==> src/rtl/cpu_fetch_pkg.sv <==
// Types and constants shared by the fetch stage, the PC register and the bench.
package cpu_fetch_pkg;

    localparam logic [31:0] RESET_PC     = 32'h0040_0000;
    localparam int unsigned FETCH_ADDR_W = 32;
    localparam int unsigned FETCH_DATA_W = 32;

    typedef enum logic [1:0] {
        IDLE  = 2'd0,
        WAIT  = 2'd1,
        DRAIN = 2'd2
    } fetch_state_t;

    typedef struct packed {
        logic [FETCH_ADDR_W-1:0] pc;
        logic [FETCH_DATA_W-1:0] instr;
    } fetch_entry_t;

endpackage

==> src/rtl/fetch_queue.sv <==
// Small power-of-two FIFO of {pc, instr} entries between fetch and decode.
module fetch_queue
    import cpu_fetch_pkg::*;
#(
    parameter  int unsigned QDEPTH = 2,
    localparam int unsigned PTR_W  = (QDEPTH > 1) ? $clog2(QDEPTH) : 1,
    localparam int unsigned CNT_W  = $clog2(QDEPTH) + 1
) (
    input  logic             i_clk,
    input  logic             i_rst_n,
    input  logic             i_flush,
    input  logic             i_push,
    input  fetch_entry_t     i_entry,
    input  logic             i_pop,
    output fetch_entry_t     o_head,
    output logic             o_valid,
    output logic [CNT_W-1:0] o_count
);

    fetch_entry_t     r_mem [QDEPTH];
    logic [PTR_W-1:0] r_rd_ptr;
    logic [PTR_W-1:0] r_wr_ptr;
    logic [CNT_W-1:0] r_count;
    logic             w_do_push;
    logic             w_do_pop;

    // Flush wins over both push and pop; a push into a full queue is only
    // accepted when the head leaves in the same cycle.
    assign w_do_pop  = i_pop && (r_count != '0) && !i_flush;
    assign w_do_push = i_push && !i_flush &&
                       ((r_count != CNT_W'(QDEPTH)) || w_do_pop);

    always_ff @(posedge i_clk or negedge i_rst_n) begin
        if (!i_rst_n) begin
            r_rd_ptr <= '0;
            r_wr_ptr <= '0;
            r_count  <= '0;
        end else if (i_flush) begin
            r_rd_ptr <= '0;
            r_wr_ptr <= '0;
            r_count  <= '0;
        end else begin
            if (w_do_push) begin
                r_wr_ptr <= r_wr_ptr + 1'b1;
            end
            if (w_do_pop) begin
                r_rd_ptr <= r_rd_ptr + 1'b1;
            end
            r_count <= r_count + CNT_W'(w_do_push) - CNT_W'(w_do_pop);
        end
    end

    always_ff @(posedge i_clk) begin
        if (w_do_push) begin
            r_mem[r_wr_ptr] <= i_entry;
        end
    end

    assign o_head  = r_mem[r_rd_ptr];
    assign o_valid = (r_count != '0);
    assign o_count = r_count;

endmodule

==> src/rtl/fetch_unit.sv <==
// Instruction-fetch stage: one outstanding imem request, owns PC advance and
// redirect, and buffers fetched {pc, instr} pairs toward decode.
module fetch_unit
    import cpu_fetch_pkg::*;
#(
    parameter int unsigned ADDR_W = FETCH_ADDR_W,
    parameter int unsigned DATA_W = FETCH_DATA_W,
    parameter int unsigned QDEPTH = 2
) (
    input  logic              clk,
    input  logic              rst,
    input  logic [ADDR_W-1:0] pc_in,
    output logic              pc_wena,
    output logic [ADDR_W-1:0] npc_out,
    input  logic              redirect_valid,
    input  logic [ADDR_W-1:0] redirect_pc,
    output logic              imem_req,
    output logic [ADDR_W-1:0] imem_addr,
    input  logic              imem_ack,
    input  logic [DATA_W-1:0] imem_rdata,
    output logic              id_valid,
    input  logic              id_ready,
    output logic [DATA_W-1:0] id_instr,
    output logic [ADDR_W-1:0] id_pc,
    output logic [ADDR_W-1:0] id_pc4
);

    localparam int unsigned CNT_W = $clog2(QDEPTH) + 1;

    fetch_state_t      r_state;
    fetch_state_t      w_state_nxt;
    logic              r_req;
    logic              w_req_nxt;
    logic [ADDR_W-1:0] r_addr;
    logic              w_issue;
    logic              w_ack_live;
    logic              w_pop;
    logic              w_head_valid;
    logic [CNT_W-1:0]  w_count;
    fetch_entry_t      w_push_entry;
    fetch_entry_t      w_head;

    always_ff @(posedge clk or negedge rst) begin
        if (!rst) begin
            r_state <= IDLE;
            r_req   <= 1'b0;
            r_addr  <= '0;
        end else begin
            r_state <= w_state_nxt;
            r_req   <= w_req_nxt;
            if (w_issue) begin
                r_addr <= pc_in;
            end
        end
    end

    // Re-issue after an ack always goes through IDLE so the next address is
    // taken from the PC register after it has absorbed the +4 update.
    always_comb begin
        w_state_nxt = r_state;
        w_req_nxt   = r_req;
        w_issue     = 1'b0;
        w_ack_live  = 1'b0;
        case (r_state)
            IDLE: begin
                if (!redirect_valid && (w_count < CNT_W'(QDEPTH))) begin
                    w_issue     = 1'b1;
                    w_req_nxt   = 1'b1;
                    w_state_nxt = WAIT;
                end
            end
            WAIT: begin
                if (imem_ack) begin
                    w_req_nxt   = 1'b0;
                    w_state_nxt = IDLE;
                    w_ack_live  = !redirect_valid;
                end else if (redirect_valid) begin
                    w_state_nxt = DRAIN;
                end
            end
            DRAIN: begin
                if (imem_ack) begin
                    w_req_nxt   = 1'b0;
                    w_state_nxt = IDLE;
                end
            end
            default: begin
                w_req_nxt   = 1'b0;
                w_state_nxt = IDLE;
            end
        endcase
    end

    always_comb begin
        w_push_entry       = '0;
        w_push_entry.pc    = r_addr;
        w_push_entry.instr = imem_rdata;
    end

    assign w_pop = w_head_valid && id_ready;

    fetch_queue #(
        .QDEPTH(QDEPTH)
    ) u_queue (
        .i_clk   (clk),
        .i_rst_n (rst),
        .i_flush (redirect_valid),
        .i_push  (w_ack_live),
        .i_entry (w_push_entry),
        .i_pop   (w_pop),
        .o_head  (w_head),
        .o_valid (w_head_valid),
        .o_count (w_count)
    );

    always_comb begin
        pc_wena = redirect_valid || w_ack_live;
        if (redirect_valid) begin
            npc_out = redirect_pc;
        end else if (w_ack_live) begin
            npc_out = r_addr + ADDR_W'(4);
        end else begin
            npc_out = pc_in + ADDR_W'(4);
        end
    end

    assign imem_req  = r_req;
    assign imem_addr = r_addr;
    assign id_valid  = w_head_valid;
    assign id_pc     = w_head.pc;
    assign id_instr  = w_head.instr;
    assign id_pc4    = w_head.pc + ADDR_W'(4);

endmodule

==> config.mk <==
export PLATFORM = sky130hd
export DESIGN_NAME = fetch_unit
export DESIGN_NICKNAME = d
export VERILOG_FILES = /design/src/rtl/cpu_fetch_pkg.sv /design/src/rtl/fetch_queue.sv /design/src/rtl/fetch_unit.sv
export SDC_FILE = /design/constraint.sdc
export NUM_CORES = 1
export LEC_CHECK = 0
export CORE_UTILIZATION = 43
export DETAILED_ROUTE_END_ITERATION = 10
export GPL_TIMING_DRIVEN = 0
export MAX_ROUTING_LAYER = met4
export PLACE_DENSITY = 0.77
export SYNTH_ARGS = -nofsm -noshare
export SYNTH_HDL_FRONTEND = slang
export SYNTH_SLANG_ARGS = --single-unit
==> constraint.sdc <==
create_clock -name clk -period 6.3 [get_ports clk]
set_input_delay 1.26 -clock clk [delete_from_list [all_inputs] [get_ports clk]]
set_output_delay 1.26 -clock clk [all_outputs]
set_load 0.05 [all_outputs]
==> results.md, run 1 <==
- Status: completed
- Total Routing Usage GR: 25.4%
- Ys Warns: 0
- Clock Power Share: 18.6%
- Fillers: 1608
- Netlist cell types: 61
- Rows: 51
- DRT Pass-1 Iters: 5
- Register area: 4820 sq um
- Die H: 144 um
- Final min period: 6080 ps
- Final slew viol count: 0
- Root Buffer: clkbuf_16
- Part of the power in registers: 31.4%
- Synth area leader: edfxtp_1
- R2R setup slack: 3310 ps
- Number of global-route vias before repair: 6854
- CTS tree: built
- Dominant cells by area after synthesis: edfxtp_1, mux2_2, dfrtp_1
- Number of flops mapped to enable cells by yosys: 128
- Multi-input logic area: 3620 sq um
- Post-Synth Adder-Cell Area: 1.01%
- Post-Syn Area per Cell: 12.5 sq um
- Maxcap violations: 0
- Antenna violations before repair: 0
- Worst Tran Pin Value: 943 ps
- Placer congestion estimate: 0.939
- Setup TNS Final: 0 ps
- Worst-case reg-to-reg path depth: 8
- VDD IR-drop max: 0.199 mV
- CP Capture Type: output port
- Post-Syn Area: 8650 sq um
- Peak Freq: 0.164 GHz
- Fin util: 63.0%
- CP max FO: 10
- Delay-heaviest family, CP: buffers and inverters
- WP data arrival: 4820 ps
- DR vias: 6921
- Clock Latency Late Sink: 430 ps
- CP endpoint: npc_out[22]
- Largest net degree at the start of global routing: 65
- CP bufs+invs: 7
- First-pass GRT wire length: 37800 um
- Unrepaired setup endpoints after global routing: false
- DR DRC count: 0
- Area share of the largest cell type after synthesis: 44.4%
- Port Buffers: 263
- Post-synthesis mux area share: 16.0%
- Internal power: 2990 uW
- P_sw: 2450 uW
- H-tree Lvls: 4
- Critical Path Source: imem_ack
- Critical Path Start Type: input port
- Worst relative slew slack: 36.9%
- Crit path required time: 5040 ps
- WL/cell: 20.2 um
- Reg-to-reg endpoint: u_queue.r_mem[0][0]
- Vias/cell: 5.48
- Worst-path cell chain: clkdlybuf4s50_1 -> and3b_1 -> buf_6 -> buf_2 -> clkbuf_4 -> nand2_1 -> nand2_1 -> ha_1 -> inv_1 -> nor4_4 -> buf_4 -> o221ai_2 -> o21a_1 -> o31ai_1 -> clkdlybuf4s15_2
- Congestion Overflow GR: 0
- Period utilisation layout: 96.6%
- Top_reg_cell synth: edfxtp_1
- Detailed Route WL: 25600 um
- Horiz. Die Dim: 144 um
- Worst-path clk slew: 70 ps
- Final hold vios: 0
- Area Overhead vs Synth: 42.7%
- Sw Ratio: 45.0%
- Hold WC Path Type: flop to flop
- Number of cells on the critical path: 15
- Initial Utilization: 44.2%
- XOR/XNOR Fraction of Synth Area: 4.96%
- Cts bufs inserted: 17
- Io pins: 264
- Total die area: 20700 sq um
- CTS sink count: 167
- FF+latch count, synth: 167
- Post-synthesis compound-gate area fraction: 6.88%
- Fin nets: 1095
- FF-to-FF Start: r_state[1]
- Syn Nets: 803
- Initial DRC count: 435
- Ratio of cells with drive above 1 in the final layout: 17.1%
- P_leak: 0.00452 uW
- Skew final: 14.4 ps
- Diode count: 0
- Core box area: 19600 sq um
- Power density over the cells: 441 nW/um^2
- DP HPWL: 19300 um
- Slowest stage delay, CP: 590 ps
- Antenna Nets Post-Route: 0
- Critical path class: input port to output port
- Longest Clk Path Bufs: 2
- Post-Syn Instances: 695
- Synth Area in Simple Gates: 12.8%
- Sequential fraction of the synthesis area: 55.7%
- Endpoints failing setup: 0
- Crit-path most repeated cell: nand2_1
- Max stage delay cell, worst path: clkdlybuf4s50_1
- Post-CTS Hold Buffers: 0
- Largest family of logic cells by synthesized area: multiplexers
- Post-synth ARST share: 23.4%
- Comb pwr share: 50.0%
## timing repair
action,CTS,global route
endpoints found under the setup margin,11,16
endpoints found under the hold margin,0,0
buffers inserted,0,5
gates resized for setup,25,14
pin swaps,1,2
## per-stage QoR
stage	setup slack (ps)	cells	power (uW)	cell area (sq um)	hold slack [ps]
after floorplan	534	695	3450	8660	475
after global placement	-715	1223	4400	11600	488
after detailed placement	-553	1229	4460	11700	480
after CTS	-17.3	1260	5470	12300	509
after global routing	3.33	1264	5650	12300	528
final	217	1264	5440	12300	507
## worst reg2reg max path: cells and delay by family (launching register included)
kind	cells	cell delay (ps)
fa+ha+maj	1	250
buf+inv	5	1060
simple gates	2	980
flops	1	400
## cell usage after synthesis (4+ instances only)
library cell,count
edfxtp_1,128
mux2_2,91
nand2_1,61
dfrtp_1,39
mux2i_1,36
nand3_1,31
o21ai_0,29
xor2_1,25
nor2_1,24
xnor2_1,24
inv_1,21
nor3_1,19
nand4_1,18
buf_2,12
clkbuf_1,12
a21oi_1,10
ha_1,7
and3_1,6
nand3b_1,6
o31ai_1,6
a31oi_1,5
nor3b_1,5
or3_1,5
buf_1,4
nand2b_1,4
o21a_1,4
o221ai_1,4
o31ai_2,4
## kinds of logic after synthesis
group	count (synthesis)
and+or+nand+nor	204
DFF	167
muxes	127
AOI/OAI and AO/OA	88
buffers and inverters	53
adders and majority gates	7
xor gates and xnor gates	49
## routing by layer
metal	GRT usage [%]	share of wire (%)	up-vias
li1	-	-	3209
met1	29.9	41	3374
met2	42.5	49	292
met3	5.73	7.6	46
met4	9.24	2.3	0
met5	-	0	-
## worst min-delay path by stage
stage / from / endpoint / cells past startpoint / slack [ps]
after global routing: imem_req / imem_req / 1 / 530
after floorplan: r_state[1] / r_state[1] / 2 / 480
after CTS: imem_req / imem_req / 1 / 510
after detailed placement: imem_req / imem_req / 1 / 480
after global placement: imem_req / imem_req / 1 / 490
final: imem_req / imem_req / 1 / 510
## cell usage in the layout, fill, tap and decap left out, drive strengths merged, types with 7 or more instances in the layout
master         Yosys  layout
clkdlybuf4s50      0     251
edfxtp           128     128
mux2              91      91
nand2             61      61
dfrtp             39      39
mux2i             36      36
clkbuf            12      34
nand3             31      31
buf               20      31
o21ai             30      30
xor2              25      25
nor2              24      24
xnor2             24      24
inv               21      23
nand4             19      19
nor3              19      19
a21oi             10      10
o31ai             10      10
ha                 7       7
nor4               7       7
## cell type report
class,instances,share of cell area [%]
flip-flops and latches,167,39.0
repair buffers,274,22.4
inverters,21,0.638
clock buffers,17,3.44
clock inverters,14,1.24
multi-input cells,475,29.3
well taps,265,2.68
plain buffers,31,1.25
## state kept, by name, summed over array words and instances (netlist names)
register,count
u_queue.r_rd_ptr,1
u_queue.r_wr_ptr,1
r_state,2
imem_req,1
u_queue.o_count,2
imem_addr,32
u_queue.r_mem,128
## power by group through the flow
stage | clock, uW | sequential (uW) | combinational (uW)
finish | 1010 | 1710 | 2720
global route | 1070 | 1740 | 2830
CTS | 1030 | 1700 | 2730
detailed placement | 0 | 1730 | 2730
global placement | 0 | 1710 | 2690
floorplan | 0 | 2010 | 1440
No activity file was read; power rests on OpenSTA's default activity.
==> inputs of run 2 (changes only) <==
Settings changed: CORE_MARGIN from default to 2.
==> results.md, run 2 (synthesis gave the netlist of run 1 again) <==
- Design Power: 5520 uW
- Top reg by flops: u_queue.r_mem
- Ratio of cells with drive above 1 in the final layout: 17.0%
- Max FFs per register: 128
- Endpoints failing setup: 0
- Die H: 146 um
- Number of cells on the critical path: 15
- Final slew viol count: 0
- Initial DRC count: 589
- Antenna Nets Post-Route: 0
- Total die area: 21300 sq um
- Reg-to-reg endpoint: u_queue.r_mem[0][6]
- Min Hold Slack: 505 ps
- Worst relative slew slack: 37.9%
- Root Buffer: clkbuf_16
- Post-CTS Hold Buffers: 0
- Worst-path cell chain: clkdlybuf4s50_1 -> and3b_1 -> buf_6 -> buf_2 -> clkbuf_4 -> nand2_1 -> nand2_1 -> ha_1 -> nand3_1 -> nor4_4 -> buf_4 -> o221ai_1 -> o21a_1 -> o31ai_1 -> buf_2
- Longest Clk Path Bufs: 2
- Detailed Route WL: 26100 um
- DRT Pass-1 Iters: 7
- Skew final: 11.9 ps
- Port Buffers: 263
- CP endpoint: npc_out[22]
- Worst-case reg-to-reg path depth: 9
- Final hold vios: 0
- Worst-path clk slew: 70 ps
- Fin util: 63.2%
- H-tree Lvls: 4
- Area Overhead vs Synth: 43.2%
- Delay-heaviest family, CP: buffers and inverters
- Largest net degree at the start of global routing: 65
- DP HPWL: 19500 um
- Antenna violations before repair: 1
- CTS tree: built
- Cts bufs inserted: 17
- Critical path class: input port to output port
- CP Capture Type: output port
- Fin nets: 1095
- Placer congestion estimate: 0.923
- P_leak: 0.00456 uW
- Status: completed
- Power density over the cells: 446 nW/um^2
- DR DRC count: 0
- Congestion Overflow GR: 0
- Final min period: 6190 ps
- CP max FO: 10
- Clock Latency Late Sink: 430 ps
- Setup TNS Final: 0 ps
- Max stage delay cell, worst path: clkdlybuf4s50_1
- Maxcap violations: 0
- Leading cell type in the layout, fill and taps excluded: clkdlybuf4s50_1
- WP data arrival: 4930 ps
- CP bufs+invs: 6
- Hold WC Path Type: flop to flop
- Horiz. Die Dim: 146 um
- Critical Path Start Type: input port
- Placed Area: 11800 sq um
- VDD IR-drop max: 0.213 mV
- Crit path required time: 5040 ps
- CTS sink count: 167
- Slowest stage delay, CP: 600 ps
- Critical Path Source: imem_ack
- Initial Utilization: 44.2%
- Most frequent cells in the layout: clkdlybuf4s50_1, edfxtp_1, mux2_2
- Vias/cell: 5.46
- DR vias: 6915
- Peak Freq: 0.162 GHz
- R2R setup slack: 3360 ps
- Core box area: 19600 sq um
- Io pins: 264
- Number of global-route vias before repair: 6972
- Period utilisation layout: 98.2%
- Worst Tran Pin Value: 932 ps
- WL/cell: 20.6 um
- First-pass GRT wire length: 40200 um
- FF-to-FF Start: r_state[1]
- Total Routing Usage GR: 25.3%
- Fin area: 12400 sq um
- Rows: 51
[run 2: how the worst min path moves through the flow]
| stage | startpoint | end | slack, ps | cells past startpoint |
|---|---|---|---|---|
| after floorplan | r_state[1] | r_state[1] | 480 | 2 |
| after global placement | imem_req | imem_req | 490 | 1 |
| after detailed placement | imem_req | imem_req | 480 | 1 |
| after CTS | imem_req | imem_req | 500 | 1 |
| after global routing | imem_req | imem_req | 520 | 1 |
| final | imem_req | imem_req | 500 | 1 |
[run 2: area by class of cell]
class | instances | area [sq um]
antenna | 1 | 2.50
buffer | 31 | 154
clock buffer | 18 | 429
clock inverter | 14 | 188
fill | 1547 | 7200
inverter | 21 | 78.8
multi-input combinational | 475 | 3610
sequential | 167 | 4820
tap | 265 | 332
timing repair buffer | 274 | 2770
[run 2: per-stage QoR]
step | cells | setup slack (ps)
detailed placement | 1230 | -681
finish | 1266 | 113
global route | 1266 | -40.7
floorplan | 695 | 534
CTS | 1264 | 3.25
global placement | 1223 | -850
[run 2: power breakdown]
group / internal [uW] / total (uW) / switching (uW)
clock: 636 / 1080 / 448
sequential: 1450 / 1710 / 260
combinational: 966 / 2730 / 1770
[run 2: layer usage]
layer / part of all wire, % / vias up / track usage (%)
met1: 43 / 3361 / 31.6
met4: 1.9 / 0 / 8.28
li1: - / 3209 / -
met2: 49 / 304 / 41.8
met3: 6.0 / 41 / 4.39
met5: 0 / - / -
[run 2: timing repair]
| item | in CTS | in global routing |
|---|---|---|
| pin swaps | 1 | 1 |
| endpoints found under the setup margin | 11 | 12 |
| gates resized for setup | 19 | 22 |
| endpoints found under the hold margin | 0 | 0 |
| buffers inserted | 2 | 2 |
[run 2: worst register-to-register path, cell delays in order, from the launching register on]
cell and delay (ps):
dfrtp_1 400, inv_1 80, ha_1 240, nand3b_1 190
buf_2 280, clkbuf_2 290, nor3_4 580, buf_16 240
buf_8 170, buf_16 170
==> inputs of run 3 (changes only) <==
Settings changed: PLACE_DENSITY 0.77 to 0.88.
==> results.md, run 3 (synthesis gave the netlist of run 1 again) <==
- Horiz. Die Dim: 146 um
- DRT Pass-1 Iters: 8
- Area Overhead vs Synth: 42.4%
- Rows: 51
- Detailed Route WL: 26700 um
- Critical Path Start Type: input port
- Worst Tran Pin Value: 946 ps
- DR DRC count: 0
- Antenna violations before repair: 0
- CTS sink count: 167
- Crit-path most repeated cell: nand2_1
- Worst relative slew slack: 36.9%
- Congestion Overflow GR: 0
- Max stage delay cell, worst path: dlygate4sd2_1
- Max FFs per register: 128
- DP HPWL: 20000 um
- Initial DRC count: 699
- Skew final: 10.6 ps
- Unrepaired setup endpoints after global routing: false
- Fin area: 12300 sq um
- Slowest stage delay, CP: 600 ps
- Root Buffer: clkbuf_16
- Peak Freq: 0.164 GHz
- Most frequent cells in the layout: clkdlybuf4s50_1, edfxtp_1, mux2_2
- Fin nets: 1094
- CTS tree: built
- Status: completed
- Io pins: 264
- Period utilisation layout: 96.7%
- Final hold vios: 0
- WP data arrival: 4830 ps
- CP max FO: 10
- Critical path class: input port to output port
- Design Power: 5440 uW
- Crit path required time: 5040 ps
- CP Capture Type: output port
- Placer congestion estimate: 0.945
- Placed Area: 11700 sq um
- Leading cell type in the layout, fill and taps excluded: clkdlybuf4s50_1
- WL/cell: 21.1 um
- First-pass GRT wire length: 40800 um
- Core box area: 19600 sq um
- Inst Count DP: 1229
- Number of global-route vias before repair: 7054
- Clock Latency Late Sink: 430 ps
- Delay-heaviest family, CP: buffers and inverters
- Worst-path cell chain: clkdlybuf4s50_1 -> and3b_1 -> buf_6 -> buf_2 -> clkbuf_4 -> nand2_1 -> nand2_1 -> ha_1 -> nand3_1 -> nor4_4 -> buf_4 -> o221ai_2 -> xnor2_1 -> o21ai_0 -> dlygate4sd2_1
- Final slew viol count: 0
- CP bufs+invs: 6
- Cts bufs inserted: 17
- Port Buffers: 263
- Top reg by flops: u_queue.r_mem
- Non-filler cells, final: 1264
- Ratio of cells with drive above 1 in the final layout: 16.8%
- Power density over the cells: 442 nW/um^2
- Antenna Nets Post-Route: 0
- Maxcap violations: 0
- Die H: 146 um
- Endpoints failing setup: 0
- Total Routing Usage GR: 25.7%
- H-tree Lvls: 4
- Total die area: 21300 sq um
- Longest Clk Path Bufs: 2
- Initial Utilization: 44.2%
- Diode count: 0
- Worst-path clk slew: 70 ps
- Hold WC Path Type: flop to flop
- Final min period: 6090 ps
- DR vias: 7015
- Largest net degree at the start of global routing: 65
- P_leak: 0.00453 uW
- VDD IR-drop max: 0.240 mV
- Vias/cell: 5.55
==> run 3: per-layer routing <==
layer / vias up / global-route usage, % / routed length [um]
li1: 3202 / - / -
met1: 3401 / 30.8 / 10800
met2: 358 / 43.1 / 13400
met3: 54 / 5.30 / 1790
met4: 0 / 9.07 / 684
met5: - / - / 0
==> run 3: cell type report <==
type / count / area (sq um)
fill: 1583 / 7270
sequential: 167 / 4820
multi-input combinational: 475 / 3620
timing repair buffer: 272 / 2740
clock buffer: 18 / 429
tap: 265 / 332
buffer: 32 / 158
clock inverter: 14 / 140
inverter: 21 / 78.8
==> run 3: power breakdown <==
| group | switching [uW] | internal [uW] | total (uW) |
|---|---|---|---|
| clock network | 444 | 555 | 999 |
| registers | 261 | 1450 | 1710 |
| logic | 1770 | 966 | 2740 |
==> run 3: what timing repair did <==
item | 4_1_cts | 5_1_grt
setup buffers | 3 | 0
setup endpoints to repair | 11 | 10
endpoints found under the hold margin | 0 | 0
cloned | 0 | 0
hold buffers | 0 | 0
resized for setup | 15 | 21
pin swaps | 2 | 0
==> run 3: final timing paths <==
check / slack (ps) / end / from / cells past startpoint
worst max-delay path: 210 / npc_out[20] / imem_ack / 15
worst min register to register: 510 / imem_req / imem_req / 1
worst max register to register: 3360 / u_queue.r_mem[1][52] / r_state[1] / 7
min in group asynchronous: 620 / imem_addr[29] / rst / 1
worst min-delay path: 510 / imem_req / imem_req / 1
max in group asynchronous: 5260 / imem_addr[7] / rst / 2
==> run 3: through the flow <==
stage,hold WS (ps),setup slack (ps),utilization (%),setup TNS [ps]
2_1_floorplan,475,534,-,0
3_3_place_gp,491,-905,59.3,-61560
3_5_place_dp,483,-659,59.9,-4130
4_1_cts,513,15.0,62.9,0
5_1_grt,545,18.4,62.9,0
6_report,509,209,62.9,0
